<file path="config.mk">
export PLATFORM = sky130hd
export DESIGN_NAME = serial_mag_compare_ctrl
export DESIGN_NICKNAME = d
export VERILOG_FILES = /design/src/rtl/fpu_div_pkg.sv /design/src/rtl/COMP_UNIT.sv /design/src/rtl/serial_mag_compare_ctrl.sv
export SDC_FILE = /design/constraint.sdc
export NUM_CORES = 1
export LEC_CHECK = 0
export ABC_AREA = 1
export BUFFER_PORTS_ARGS = -buffer_cell sky130_fd_sc_hd__buf_2
export CAP_MARGIN = 20
export CORE_MARGIN = 4
export CORE_UTILIZATION = 50
export CTS_BUF_LIST = sky130_fd_sc_hd__clkbuf_16
export DETAILED_ROUTE_END_ITERATION = 10
export PLACE_DENSITY = 0.76
export RECOVER_POWER = 25
export SYNTH_ARGS = -nofsm -noshare
export SYNTH_HDL_FRONTEND = slang
export SYNTH_SLANG_ARGS = --single-unit
export TNS_END_PERCENT = 50
</file>
<file path="constraint.sdc">
create_clock -name clk -period 1.6 [get_ports clk]
set_clock_uncertainty 0.15 [all_clocks]
set_input_delay 0.16 -clock clk [delete_from_list [all_inputs] [get_ports clk]]
set_output_delay 0.16 -clock clk [all_outputs]
set_load 0.01 [all_outputs]
</file>
<file path="src/rtl/fpu_div_pkg.sv">
// Shared types and constants for the divider datapath sequencers.
// Latency: n/a (types and constants only).
// Backpressure: n/a.
package fpu_div_pkg;

  // Sequencer states for the serial comparator.
  typedef enum logic [1:0] {
    ST_IDLE = 2'd0,
    ST_RUN  = 2'd1,
    ST_DONE = 2'd2
  } state_t;

  // Comparator cell state encoding: {gt, lt}. 2'b11 never occurs.
  localparam logic [1:0] CMP_EQ = 2'b00;
  localparam logic [1:0] CMP_GT = 2'b10;
  localparam logic [1:0] CMP_LT = 2'b01;

  // Single-precision mantissa width including the hidden bit.
  localparam int MANT_WIDTH = 24;

endpackage

</file>
<file path="src/rtl/COMP_UNIT.sv">
// Bit-serial magnitude comparator cell; one operand bit pair per call, MSB first.
// Latency: purely combinational, the caller holds the cell state register.
// Backpressure: none; the caller decides when to register c_next.
// Ports: a, b - current operand bits; c - cell state in; c_next - cell state out.
module COMP_UNIT
  import fpu_div_pkg::*;
(
  input  logic       a,
  input  logic       b,
  input  logic [1:0] c,
  output logic [1:0] c_next
);

  // Sticky: the first differing bit (MSB-first) decides the whole compare.
  always_comb begin
    c_next = c;
    if (c == CMP_EQ) begin
      if (a & ~b) begin
        c_next = CMP_GT;
      end else if (~a & b) begin
        c_next = CMP_LT;
      end
    end
  end

endmodule

</file>
<file path="src/rtl/serial_mag_compare_ctrl.sv">
// Sequencer comparing two unsigned WIDTH-bit operands MSB-first through one COMP_UNIT cell.
// Latency: WIDTH+1 cycles start->done (fewer with EARLY_EXIT at the first differing bit).
// Backpressure: none; start is only accepted in IDLE/DONE and ignored while busy.
// Ports: clk, rst (sync, active-high); start, a, b in; busy, done, gt, lt, eq out.
module serial_mag_compare_ctrl
  import fpu_div_pkg::*;
#(
  parameter int WIDTH      = MANT_WIDTH,
  parameter bit EARLY_EXIT = 1'b1
) (
  input  logic             clk,
  input  logic             rst,
  input  logic             start,
  input  logic [WIDTH-1:0] a,
  input  logic [WIDTH-1:0] b,
  output logic             busy,
  output logic             done,
  output logic             gt,
  output logic             lt,
  output logic             eq
);

  localparam int CW = $clog2(WIDTH);

  state_t           state, state_next;
  logic [WIDTH-1:0] sa, sb;
  logic [1:0]       c, c_next;
  logic [CW-1:0]    cnt;
  logic             load, step, finish;

  COMP_UNIT u_cell (
    .a      (sa[WIDTH-1]),
    .b      (sb[WIDTH-1]),
    .c      (c),
    .c_next (c_next)
  );

  always_comb begin
    state_next = state;
    load       = 1'b0;
    step       = 1'b0;
    finish     = 1'b0;
    case (state)
      ST_IDLE: begin
        if (start) begin
          load       = 1'b1;
          state_next = ST_RUN;
        end
      end
      ST_RUN: begin
        step = 1'b1;
        // Leave after the LSB, or as soon as the cell has decided.
        if ((cnt == '0) || (EARLY_EXIT && (c_next != CMP_EQ))) begin
          finish     = 1'b1;
          state_next = ST_DONE;
        end
      end
      ST_DONE: begin
        if (start) begin
          load       = 1'b1;
          state_next = ST_RUN;
        end else begin
          state_next = ST_IDLE;
        end
      end
      default: state_next = ST_IDLE;
    endcase
  end

  always_ff @(posedge clk) begin
    if (rst) begin
      state <= ST_IDLE;
    end else begin
      state <= state_next;
    end
  end

  always_ff @(posedge clk) begin
    if (rst) begin
      sa   <= '0;
      sb   <= '0;
      c    <= CMP_EQ;
      cnt  <= '0;
      busy <= 1'b0;
      done <= 1'b0;
      gt   <= 1'b0;
      lt   <= 1'b0;
      eq   <= 1'b0;
    end else begin
      busy <= (state_next == ST_RUN);
      done <= finish;
      if (load) begin
        sa  <= a;
        sb  <= b;
        c   <= CMP_EQ;
        cnt <= CW'(WIDTH - 1);
      end else if (step) begin
        c  <= c_next;
        sa <= {sa[WIDTH-2:0], 1'b0};
        sb <= {sb[WIDTH-2:0], 1'b0};
        if (cnt != '0) begin
          cnt <= cnt - CW'(1);
        end
      end
      // Results are taken straight from the cell output so they are valid
      // in the same cycle done is high, and held until the next finish.
      if (finish) begin
        gt <= c_next[1];
        lt <= c_next[0];
        eq <= (c_next == CMP_EQ);
      end
    end
  end

endmodule

</file>
== Word-level counts from Yosys, hierarchy flattened ==
Cells that the tools add are included.

* Register bits: 62
* Output and inout bits: 5
* Logic and storage cells: 51

* Equal/unequal tests: 3
* Reduce and logical (&&, ||, !) cells: 13
* $add $sub $neg: 1
* Muxes and demuxes: 19
* Bitwise operators: 4

{| class="wikitable"
|+ Operators by type and width
! kind !! count
|-
| $mux W24 || 4
|-
| $mux W5 || 3
|-
| $mux W2 || 5
|-
| $logic_not A2 Y1 || 3
|-
| $mux W1 || 6
|-
| $pmux W2 S3 || 1
|-
| $reduce_bool A2 Y1 || 3
|-
| $logic_not A5 Y1 || 1
|-
| $reduce_bool A5 Y1 || 1
|-
| $sub A5 B1 Y5 const B || 1
|-
| $eq A2 B1 Y1 const B || 2
|-
| $reduce_and A2 Y1 || 2
|-
| $reduce_or A2 Y1 || 2
|-
| $and A1 B1 Y1 || 2
|-
| $eq A2 B2 Y1 const B || 1
|-
| $not A1 Y1 || 2
|-
| $logic_or A1 B1 Y1 || 1
|}

== Depth between registers and ports, before layout ==
* Word-level depth: 10
* Depth in mapped cells: 10

== By module ==
Synthesis repeated with hierarchy kept, for this count alone.

* Cells, all modules: 347
* Area total of the unflattened synthesis: 2592.5 um^2

{| class="wikitable"
|+ By module, submodules not included
! module !! area each (um^2) !! seq. area each (um^2) !! cells each !! times used
|-
| serial_mag_compare_ctrl || 2560.0 || 1241.2 || 339 || 1
|-
| COMP_UNIT || 32.5 || 0.0 || 8 || 1
|}

== Worst setup path after synthesis ==
OpenSTA, ideal clock, no wires.

* Path kind: register to register
* From: reg cnt[0]
* To: reg cnt[1]
* Period minus slack after synthesis: 1.380 ns
* Slack: 0.220 ns
* Arrival: 1.115 ns
* Required time: 1.335 ns
* Stages on the path, launching flop included: 10
* Path through: dfxtp_1 inv_1 ha_1 inv_1 nor2_1 nand2_1 nand2_1 nor2_1 o21ai_0 inv_1

* Cells in the longest elaborated chain, start to end: 4
* Elaborated cells on any way between the ends: 7
* Those cells by class: 1 x add/sub; 3 x mux; 3 x reduce/logical

{| class="wikitable"
|+ RTL lines
! element !! line !! source
|-
| start, declared || serial_mag_compare_ctrl.sv:28 || <nowiki>logic [CW-1:0] cnt;</nowiki>
|-
| start signal, assigned || serial_mag_compare_ctrl.sv:96 || <nowiki>cnt <= CW'(WIDTH - 1);</nowiki>
|-
| start signal, assigned || serial_mag_compare_ctrl.sv:102 || <nowiki>cnt <= cnt - CW'(1);</nowiki>
|-
| $sub A5 B1 Y5 || serial_mag_compare_ctrl.sv:102 ||
|-
| $mux W5 || serial_mag_compare_ctrl.sv:101 || <nowiki>if (cnt != '0) begin</nowiki>
|-
| $mux W5 || serial_mag_compare_ctrl.sv:97 || <nowiki>end else if (step) begin</nowiki>
|-
| $mux W5 || serial_mag_compare_ctrl.sv:92 || <nowiki>if (load) begin</nowiki>
|}

Parallel ways exist; a longest one is shown, timed or not. The select of a mux whose other input is x is not followed.
A chain may end at the register's enable or synchronous reset.

== Final worst setup path ==
Same ends and word-level chain as after synthesis.

==> results.cfg <==
[global_routing]
globalRouteOverflowTotal = 0
grt_max_degree = 49
grt_util_all_layers_pct = 22.7
grt_pass1_wl_um = 11500
antenna_found_initial = 0
grt_pass1_vias = 2549

[detailed_routing]
via_count = 2639
drt_first_pass_iters = 4
drt_iter0_drc = 151
wl_per_cell_um = 13.2
viasPerCell = 5.05
ant_nets = 0
wirelength_um = 6920
route.detailed.drc = 0

[setup_path]
crit_required_ps = 1660
r2r_setup_slack_ps = 130
r2r_end = cnt[1]$_SDFFE_PP0P_
cp-start-kind = flop
reg2reg_depth = 9
cp_max_fo = 5
end_kind = flop
r2r_start = cnt[0]$_SDFFE_PP0P_
path_class = flop to flop
cp.arrival_ps = 1530

[floorplanning]
die_h_um = 82.1
core_area_um2 = 5200
fp-row-count = 26
die_x_um = 82.1
io_pins = 56
start_util_pct = 52.8
die-area_um2 = 6750

[logic_synthesis]
ys_ff_latch = 62
synth_area_leaders = dfxtp_1 45%, nand2_1 15%, a31oi_1 7.7%
yosysTopAreaCell = dfxtp_1
synth-edff-count = 0
synth_nets = 400
synth.avg_cell_area_um2 = 7.92
synthFlopType = dfxtp_1
syn_area_um2 = 2750
synth.yosys.seq_area_share_pct = 45.2
yosys_warnings = 0
async_flop_share_pct = 0
netlist_instances = 347
ys_types = 29
yosys.area.top_type_share_pct = 45.2

[layout]
nNetsFinal = 502
layout_common_cells = 108 x nand2_1, 60 x dfxtp_1, 50 x buf_2, 43 x dlygate4sd3_1, 36 x nand2_2
layout_commonest_cell = nand2_1
multi_input_area_um2 = 1290
diodes = 0
seq_area_um2 = 1240
final_layout_size_suffix_gt1_share_pct = 29.6
fillCellCount = 403
area_growth_pct = 38.6

[hold_path]
worstHoldStart = b[1]
holdPathEnd = sb[1]$_SDFFE_PP0P_
holdPathStages = 3
holdCritPathClass = input port to flop

[timing]
tightest_slew_ps = 296
hold_viol_final = 2
finalSetupViolCount = 0
rsz0062_at_grt = no
fin_crit_sh_pct = 91.8
period_minus_slack_ps = 1470
timing.fmax_ghz = 0.681
hold_ws_ps = -4.74
relSlewSlack_pct = 80.2
fin_setup_tns_ps = 0
slew_violations = 0

[power]
total_power_mw = 4.34
p_per_area_nw_per_um2 = 1140
vdd_drop_max_v = 0.000706
leakagePower_nw = 1.57

[placement]
hpwl_um = 4110
io_buffer_count = 55
gp_congestion = 0.811

[run_status]
status = finished, violations left
violations = hold timing

[clock_tree]
h-tree-depth = 3
cts.sinks = 62
clk_latency_ps = 320
path_clk_slew_ps = 50
numCtsBuffers = 9
max-clock-path-buffers = 2
cts_tree = yes
clockRootBuffer = clkbuf_16

[job]
maxCapViolCount = 0
==> cell families (layout without fill, tap and decap cells) <==
family	Yosys count	after routing	synth area share, %
and+or+nand+nor	170	170	27.8
xor gates and xnor gates	2	2	0.637
adders and majority gates	2	2	0.910
DFF	62	62	45.2
buffers and inverters	38	144	8.10
AOI/OAI and AO/OA	73	73	17.4
==> metal layers <==
metal	track usage (%)	wire length, µm	vias to the layer above
met5	0	0	-
met2	38.7	3590	72
met4	7.48	153	0
met3	6.72	293	15
met1	27.4	2890	1201
li1	-	-	1351
==> worst max-delay path by stage <==
stage                              from                   to  slack [ps]
finish              cnt[0]$_SDFFE_PP0P_  cnt[1]$_SDFFE_PP0P_         130
global route        cnt[0]$_SDFFE_PP0P_  cnt[1]$_SDFFE_PP0P_           4
CTS                 cnt[0]$_SDFFE_PP0P_      busy$_SDFF_PP0_          50
detailed placement  cnt[0]$_SDFFE_PP0P_      busy$_SDFF_PP0_          60
global placement    cnt[0]$_SDFFE_PP0P_  cnt[1]$_SDFFE_PP0P_         140
floorplan           cnt[0]$_SDFFE_PP0P_  cnt[1]$_SDFFE_PP0P_         220
==> cell type report <==
class / count / share of cell area, %
inverters: 18 / 1.97
flip-flops and latches: 62 / 32.6
clock buffers: 9 / 5.91
multi-input cells: 247 / 34.0
repair buffers: 111 / 21.8
well taps: 70 / 2.30
clock inverters: 6 / 1.41
==> timing repair <==
| action | CTS | global route |
|---|---|---|
| hold buffers | 42 | 1 |
| endpoints found under the hold margin | 42 | 1 |
| setup endpoints to repair | 0 | 5 |
| buffers inserted | 0 | 2 |
| resized for setup | 0 | 7 |
==> through the flow <==
stage          util [%]  cells  hold WS [ps]  worst slack, ps  instance area, µm²
2_1_floorplan         -    347           170              220                2750
3_3_place_gp       59.3    463           285              145                3080
3_5_place_dp       59.3    463           291             56.5                3080
4_1_cts            72.7    520        0.0457             48.4                3780
5_1_grt            73.2    523          5.99             3.96                3810
6_report           73.2    523         -4.74              132                3810
==> worst max-delay path, cell delays in order, from the launching register on <==
cell and delay, ps:
dfxtp_2 320, inv_2 80, ha_2 180, inv_1 50, nor2_2 110, nand2_2 90
nand2_2 120, nor2_1 40, o21ai_0 150, inv_1 50
==> synthesized netlist by cell type, drive strengths merged (2+ instances only) <==
cell type and count:
dfxtp 62, clkbuf 2, a21oi 16, a31oi 42
nor2 17, ha 2, inv 17, nand2 146
o21ai 10, buf 18, nand3 6, o22ai 5
==> sequential cells by signal, summed over array words and instances (netlist names) <==
register and flops:
cnt 5, c 2, gt 1, busy 1, sa 24, done 1, lt 1, eq 1
state 2, sb 24
==> power by group <==
| part | switching [mW] | total [mW] | internal (mW) |
|---|---|---|---|
| clock | 0.653 | 1.83 | 1.18 |
| combinational | 0.405 | 0.745 | 0.340 |
| sequential | 0.0858 | 1.76 | 1.68 |
Note: power is estimated with default switching activity, not from simulation.
